===== src/rtl/abs_sqrt_scheduler_if.sv =====
// Bundle of requester, core and result handshakes for abs_sqrt_scheduler.
// Pure wiring. There is no logic in this bundle and it adds no latency.
// slave = scheduler view, master = environment (requesters, core, sink) view.
interface abs_sqrt_scheduler_if #(
  parameter int DATA_WIDTH = 142,
  parameter int ROOT_WIDTH = 72
);
  logic                  req0_valid;
  logic [DATA_WIDTH-1:0] req0_data;
  logic                  req0_ready;
  logic                  req1_valid;
  logic [DATA_WIDTH-1:0] req1_data;
  logic                  req1_ready;
  logic                  core_start;
  logic [DATA_WIDTH-1:0] core_data;
  logic                  core_done;
  logic [ROOT_WIDTH-1:0] core_result;
  logic                  out_valid;
  logic [ROOT_WIDTH-1:0] out_data;
  logic                  out_tag;
  logic                  out_ready;

  modport slave (
    input  req0_valid, req0_data, req1_valid, req1_data,
    input  core_done, core_result, out_ready,
    output req0_ready, req1_ready, core_start, core_data,
    output out_valid, out_data, out_tag
  );

  modport master (
    output req0_valid, req0_data, req1_valid, req1_data,
    output core_done, core_result, out_ready,
    input  req0_ready, req1_ready, core_start, core_data,
    input  out_valid, out_data, out_tag
  );
endinterface


===== src/rtl/abs_sqrt_scheduler.sv =====
// Round-robin arbiter that feeds two requesters into one iterative sqrt core.
// Latency: out_valid appears k+2 cycles after the transfer, where k is the core delay from start to done.
// One job is in flight at a time. A job that times out is dropped. The result is held until out_ready.
module abs_sqrt_scheduler #(
  parameter int DATA_WIDTH = 142,
  parameter int ROOT_WIDTH = 72,
  parameter int TIMEOUT    = 255
) (
  input  logic                     clock,
  input  logic                     reset,
  abs_sqrt_scheduler_if.slave      bus,
  output logic                     busy,
  output logic                     timeout_err
);
  localparam int CW = $clog2(TIMEOUT + 1);

  typedef enum logic [1:0] {IDLE, ISSUE, WAIT, HOLD} state_t;

  state_t                state;
  logic                  last_grant;
  logic [CW-1:0]         cnt;
  logic                  grant1;
  logic                  take;
  logic [DATA_WIDTH-1:0] sel_data;
  logic [ROOT_WIDTH-1:0] root;

  assign root = bus.core_result;
  assign busy = (state != IDLE);

  // Arbitration: a lone valid wins. With two valids, the requester not served last wins.
  always_comb begin
    grant1         = bus.req1_valid && (!bus.req0_valid || !last_grant);
    bus.req0_ready = 1'b0;
    bus.req1_ready = 1'b0;
    if (state == IDLE) begin
      bus.req0_ready = bus.req0_valid && !grant1;
      bus.req1_ready = grant1;
    end
    take     = bus.req0_ready || bus.req1_ready;
    sel_data = grant1 ? bus.req1_data : bus.req0_data;
  end

  // Transaction FSM. All visible outputs are registered here.
  always_ff @(posedge clock) begin
    if (reset) begin
      state          <= IDLE;
      last_grant     <= 1'b1;
      cnt            <= '0;
      timeout_err    <= 1'b0;
      bus.core_start <= 1'b0;
      bus.core_data  <= '0;
      bus.out_valid  <= 1'b0;
      bus.out_data   <= '0;
      bus.out_tag    <= 1'b0;
    end else begin
      case (state)
        IDLE: begin
          if (take) begin
            bus.core_data  <= sel_data;
            bus.out_tag    <= grant1;
            last_grant     <= grant1;
            bus.core_start <= 1'b1;
            state          <= ISSUE;
          end
        end
        ISSUE: begin
          bus.core_start <= 1'b0;
          cnt            <= '0;
          state          <= WAIT;
        end
        WAIT: begin
          cnt <= cnt + 1'b1;
          // A done that arrives on the last allowed cycle still beats the timeout.
          if (bus.core_done) begin
            bus.out_data  <= root;
            bus.out_valid <= 1'b1;
            state         <= HOLD;
          end else if (cnt == CW'(TIMEOUT - 1)) begin
            timeout_err <= 1'b1;
            state       <= IDLE;
          end
        end
        HOLD: begin
          if (bus.out_ready) begin
            bus.out_valid <= 1'b0;
            state         <= IDLE;
          end
        end
        default: state <= IDLE;
      endcase
    end
  end
endmodule


===== src/flat_wrapper.sv =====
// flat-port wrapper written by rule: the top's interface ports become plain ports
module abs_sqrt_scheduler_flat 
#(
  parameter int DATA_WIDTH = 142,
  parameter int ROOT_WIDTH = 72,
  parameter int TIMEOUT    = 255
)
  (clock, reset, busy, timeout_err, bus_req0_valid, bus_req0_data, bus_req1_valid, bus_req1_data, bus_core_done, bus_core_result, bus_out_ready, bus_req0_ready, bus_req1_ready, bus_core_start, bus_core_data, bus_out_valid, bus_out_data, bus_out_tag);
  abs_sqrt_scheduler_if #(.DATA_WIDTH(DATA_WIDTH), .ROOT_WIDTH(ROOT_WIDTH)) bus_i ();
  input  logic clock;
  input  logic reset;
  output logic busy;
  output logic timeout_err;
  input wire logic [$bits(bus_i.req0_valid)-1:0] bus_req0_valid;
  input wire logic [$bits(bus_i.req0_data)-1:0] bus_req0_data;
  input wire logic [$bits(bus_i.req1_valid)-1:0] bus_req1_valid;
  input wire logic [$bits(bus_i.req1_data)-1:0] bus_req1_data;
  input wire logic [$bits(bus_i.core_done)-1:0] bus_core_done;
  input wire logic [$bits(bus_i.core_result)-1:0] bus_core_result;
  input wire logic [$bits(bus_i.out_ready)-1:0] bus_out_ready;
  output wire logic [$bits(bus_i.req0_ready)-1:0] bus_req0_ready;
  output wire logic [$bits(bus_i.req1_ready)-1:0] bus_req1_ready;
  output wire logic [$bits(bus_i.core_start)-1:0] bus_core_start;
  output wire logic [$bits(bus_i.core_data)-1:0] bus_core_data;
  output wire logic [$bits(bus_i.out_valid)-1:0] bus_out_valid;
  output wire logic [$bits(bus_i.out_data)-1:0] bus_out_data;
  output wire logic [$bits(bus_i.out_tag)-1:0] bus_out_tag;
  assign bus_i.req0_valid = bus_req0_valid;
  assign bus_i.req0_data = bus_req0_data;
  assign bus_i.req1_valid = bus_req1_valid;
  assign bus_i.req1_data = bus_req1_data;
  assign bus_i.core_done = bus_core_done;
  assign bus_i.core_result = bus_core_result;
  assign bus_i.out_ready = bus_out_ready;
  assign bus_req0_ready = bus_i.req0_ready;
  assign bus_req1_ready = bus_i.req1_ready;
  assign bus_core_start = bus_i.core_start;
  assign bus_core_data = bus_i.core_data;
  assign bus_out_valid = bus_i.out_valid;
  assign bus_out_data = bus_i.out_data;
  assign bus_out_tag = bus_i.out_tag;
  abs_sqrt_scheduler #(.DATA_WIDTH(DATA_WIDTH), .ROOT_WIDTH(ROOT_WIDTH), .TIMEOUT(TIMEOUT)) u_core (.clock(clock), .reset(reset), .bus(bus_i), .busy(busy), .timeout_err(timeout_err));
endmodule

===== config.mk =====
export PLATFORM = sky130hd
export DESIGN_NAME = abs_sqrt_scheduler_flat
export DESIGN_NICKNAME = d
export VERILOG_FILES = /design/src/rtl/abs_sqrt_scheduler_if.sv /design/src/rtl/abs_sqrt_scheduler.sv /design/src/flat_wrapper.sv
export SDC_FILE = /design/constraint.sdc
export NUM_CORES = 1
export LEC_CHECK = 0
export ABC_AREA = 1
export CORE_AREA = 2 2 226 228
export CTS_BUF_LIST = sky130_fd_sc_hd__clkbuf_16
export DETAILED_ROUTE_END_ITERATION = 12
export DIE_AREA = 0 0 228 230
export MAX_ROUTING_LAYER = met4
export SLEW_MARGIN = 20
export SYNTH_ARGS = -nofsm -noshare
export SYNTH_HDL_FRONTEND = slang
export SYNTH_SLANG_ARGS = --single-unit

===== constraint.sdc =====
create_clock -name clock -period 2.02 [get_ports clock]
set_input_delay 0.303 -clock clock [delete_from_list [all_inputs] [get_ports clock]]
set_output_delay 0.303 -clock clock [all_outputs]
set_load 0.1 [all_outputs]

======== Word level (Yosys, flattened, before mapping) ========
Index checks and enable logic that the tools add are counted.
storage, ports and cells
  flip-flop bits (word level) ............. 229
  input port bits ......................... 362
  output and inout bits ................... 221
  logic and storage cells ................. 51
operators by class
  $add $sub $neg .......................... 1
  equal/unequal tests ..................... 8
  muxes and demuxes ....................... 14
  bitwise operators ....................... 1
  reduce and logical (&&, ||, !) cells .... 18
operator list
  operator                                             count
  2-to-1 mux 142 bit                                   1
  one-hot mux 8 bit (2 select lines)                   1
  AND reduction 3 bit                                  3
  adder 8 x 1 -> 8 bit, second input constant          1
  equality test 8 bit, second input constant           1
  2-to-1 mux 2 bit                                     4
  one-hot mux 2 bit (4 select lines)                   1
  nonzero test 2 bit                                   4
  AND reduction 2 bit                                  3
  2-to-1 mux 1 bit                                     5
  equality test 2 bit, second input constant           2
  != test 2 bit, second input constant                 2
  one-hot mux 1 bit (2 select lines)                   2
  logical NOT 1 bit                                    3
  != test 3 x 2 -> 1 bit, second input constant        1
  equality test 2 x 1 -> 1 bit, second input constant  1
  logical AND 1 bit                                    2
  logical NOT 2 bit                                    1
  logical OR 1 bit                                     2
  != test 2 x 1 -> 1 bit, second input constant        1
  NOT 1 bit                                            1

======== Logic depth before layout (Yosys ltp) ========
  word-level depth ........................ 9
  depth in mapped cells ................... 10

======== Worst setup path before layout ========
OpenSTA, ideal clock, no wires.
  kind .................................... reg-to-output
  from .................................... register u_core.state[1]
  to ...................................... output bus_req0_ready
  data arrival time ....................... 2139 ps
  data required time ...................... 1717 ps
  slack ................................... -422 ps
  cell stages (with the launch flop) ...... 5
  cell sequence ........................... dfxtp_1 inv_1 ha_1 nand2_1 nor2_1
between the ends
  longest elaborated chain between the ends .. 2
ends and longest elaborated chain
  what                    line                      text
  start, declared         abs_sqrt_scheduler.sv:19  state_t state;
  start signal, assigned  abs_sqrt_scheduler.sv:46  state <= IDLE;
  start signal, assigned  abs_sqrt_scheduler.sv:63  state <= ISSUE;
  start signal, assigned  abs_sqrt_scheduler.sv:69  state <= WAIT;
  logical NOT 2 bit       abs_sqrt_scheduler.sv:35  if (state == IDLE) begin
  2-to-1 mux 1 bit        abs_sqrt_scheduler.sv:35
  end, declared           flat_wrapper.sv:21        output wire logic [$bits(bus_i.req0_ready)-1:0] bus_req0_ready;
No other way between the ends.

======== Worst setup path after layout ========
  from .................................... register u_core.state[0]
  to ...................................... output busy
between the ends
  longest elaborated chain between the ends .. 1
ends and longest elaborated chain
  what                line                      text
  nonzero test 2 bit  abs_sqrt_scheduler.sv:28  assign busy = (state != IDLE);
  end, declared       flat_wrapper.sv:12        output logic busy;
No other way between the ends.

==> results_dict.tcl <==
set metrics [dict create \
    outcome "finished, final reports clean" \
    vias_per_cell 4.121 \
    synth_top_area_frac 0.4690 \
    drtIter0Drc 514 \
    overflow 0 \
    reg2reg_slack_ns 0.42 \
    clkTransAtPathRegs_ns 0.06 \
    ant_nets 0 \
    antenna_found_initial 2 \
    floorplan.initialDensity 0.1960 \
    num_vias 11378 \
    drc_errors 0 \
    post-route-util 0.3420 \
    start_kind "flop" \
    synth_nets 1860 \
    fmax_ghz 0.5168 \
    root_buffer "clkbuf_16" \
    ir_drop_uv 1013 \
    hold_viol 0 \
    cts-hold-fix-buffers 0 \
    grt_first_pass_wirelength_um 61770 \
    io_pins 583 \
    grt_pass1_vias 11240 \
    period_minus_slack_ns 1.935 \
    rows 82 \
    routedWlPerCell_um 14.76 \
    power_leakage_nw 7.816 \
    crit_required_ns 1.72 \
    avgSynthCellArea_um2 6.556 \
    io_buffers 582 \
    slew_headroom 0.7127 \
    grt_max_degree 111 \
    place_hpwl_um 30460 \
    multiInputGateArea_um2 4726 \
    area_growth_pct 74.49 \
    dieArea_um2 52440 \
    grt_util_all_layers 0.1512 \
    p_total_mw 26.91 \
    synth_top_area_cell "dfxtp_1" \
    synthTopCellsByArea "dfxtp_1, nand2_1, nor2_1, o21ai_0, clkbuf_1" \
    clock_path_buffers 3 \
    die_h_um 230 \
    hold_depth 3 \
    holdPathEnd "u_core.bus.out_data[47]$_SDFFE_PP0P_" \
    die_width_um 228 \
    yosysSeqAreaShare 0.4690 \
    p_per_area_nw_per_um2 1578 \
    clock_skew_ns 0.02092 \
    clock-sinks 229 \
    synth_cell_types 21 \
    synth_area_um2 9774 \
    cts_tree "done" \
    rsz0062_at_grt "false" \
    post-route-period-util 0.9579 \
    cts_made_buffers 27 \
    regArea_um2 4591 \
    dr.pass1.iters 5 \
    nNetsFinal 2438 \
    synth_seq_cells 229 \
    r2r_cells 8 \
    regToRegStartpoint "u_core.state[0]$_SDFFE_PP0P_" \
    hold_start "bus_core_result[47]" \
    synthCells 1491 \
    tightest_slew_ns 0.4309 \
    crit_arrival_ns 1.63 \
    fin_setup_tns_ns 0 \
    min-delay-path-class "input pin to flop" \
    fill_cells 5309 \
    finalSetupViolations 0 \
    ys_warn_count 0 \
    gp_congestion 0.9145 \
    crit_path_end_kind "output pin" \
    core_um2 49860 \
    worstReg2RegEnd "u_core.bus.out_data[60]$_SDFFE_PP0P_" \
    maxSlewViolCount 0 \
    drive_above_1_share 0.1619 \
    worstSkewPairLatency_ns 0.55 \
    crit_type "flop to output pin" \
    h-tree-depth 1 \
    cap_violations 0 \
    path_max_fanout 5 \
    wl_um 40760 \
]
## area by class of cell
class / instances / share of cell area
Sequential cell: 229 / 0.2692
Inverter: 18 / 0.004695
Tap cell: 672 / 0.04930
Clock buffer: 27 / 0.03962
Timing Repair Buffer: 648 / 0.3531
Multi-Input combinational cell: 1145 / 0.2771
Antenna cell: 1 / 0.0001467
Clock inverter: 21 / 0.006896
## worst max-delay path by stage
stage                     cells past startpoint                                     to  slack [ns]                           start
after floorplan                               4                         bus_req0_ready        0.03    u_core.state[1]$_SDFFE_PP0P_
after detailed placement                     10  u_core.bus.core_data[82]$_SDFFE_PP0P_       0.009                  bus_req0_valid
after CTS                                     6                         bus_req0_ready       0.007    u_core.state[1]$_SDFFE_PP0P_
final                                         6                                   busy        0.09    u_core.state[0]$_SDFFE_PP0P_
after global routing                          7                         bus_req1_ready       0.003  u_core.last_grant$_SDFFE_PP1P_
after global placement                       10   u_core.bus.core_data[3]$_SDFFE_PP0P_        0.05                  bus_req0_valid
## where the power goes
part	switching, mW	total (mW)	internal [mW]
clock	1.96	4.49	2.53
combinational	12.2	16.0	3.82
sequential	0.685	6.44	5.75
total	14.8	26.9	12.1
## routing by layer
layer,routed length [um],GRT usage
met5,0,-
met4,1442,0.04739
met3,2723,0.03398
met2,19770,0.2590
met1,16830,0.1758
## cells by family after synthesis
logic type	after synthesis	share of synthesized area
buffers and inverters	117	0.05056
flip-flops	229	0.4690
AO/OA/AOI/OAI	231	0.1185
adder cells (fa/ha/maj)	7	0.008960
AND/OR/NAND/NOR	906	0.3520
XOR/XNOR	1	0.0008962
## synthesized netlist by cell type
cell	number
a211oi_1	1
a21oi_1	12
dfxtp_1	229
buf_4	2
nand3_1	7
nand4_1	1
nor3b_1	2
nor2_1	441
o21ai_0	218
buf_2	32
inv_2	3
buf_1	13
buf_6	1
nand2_2	1
nor3_1	3
clkbuf_1	51
nand2_4	2
ha_1	7
xnor2_1	1
inv_1	15
nand2_1	449
## stage by stage
step	instances	setup WS, ns	cell area (um2)	hold slack, ns
2_1_floorplan	1491	0.02871	9777	0.3721
3_3_place_gp	2707	0.04632	16160	0.4400
3_5_place_dp	2707	0.009331	16160	0.4530
4_1_cts	2758	0.006558	17000	0.3273
5_1_grt	2761	0.003083	17060	0.3620
6_report	2761	0.08512	17060	0.3702
## critical path: stages (launching register included)
cell and delay [ns]:
dfxtp_4 0.39, inv_4 0.05, ha_4 0.17, buf_4 0.13, buf_4 0.13, inv_2 0.06
buf_12 0.16
## flip-flops by register name, indices dropped and copies added (netlist names), 2 cells and up
name / count
u_core.bus.core_data: 142
u_core.cnt: 8
u_core.bus.out_data: 72
u_core.state: 2
## cells in the final DEF (no fill, tap or decap), types with 3 or more instances in the layout
cell	netlist	final
a21oi_1	12	12
buf_12	0	17
buf_4	2	267
clkbuf_16	0	28
clkdlybuf4s50_1	0	361
clkinv_1	0	7
clkinv_2	0	4
dfxtp_1	229	226
ha_1	7	6
inv_1	15	18
inv_2	3	3
inv_4	0	3
nand2_1	449	447
nand2_4	2	3
nand3_1	7	7
nor2_1	441	440
nor3_1	3	3
o21ai_0	218	218
## timing repair
item / CTS / global route
buffers inserted: 3 / 1
pin swaps: 1 / 2
gates cloned: 0 / 1
endpoints found under the setup margin: 2 / 1
gates resized for setup: 7 / 8
endpoints found under the hold margin: 0 / 0
Note: power is estimated with default switching activity, not from simulation.
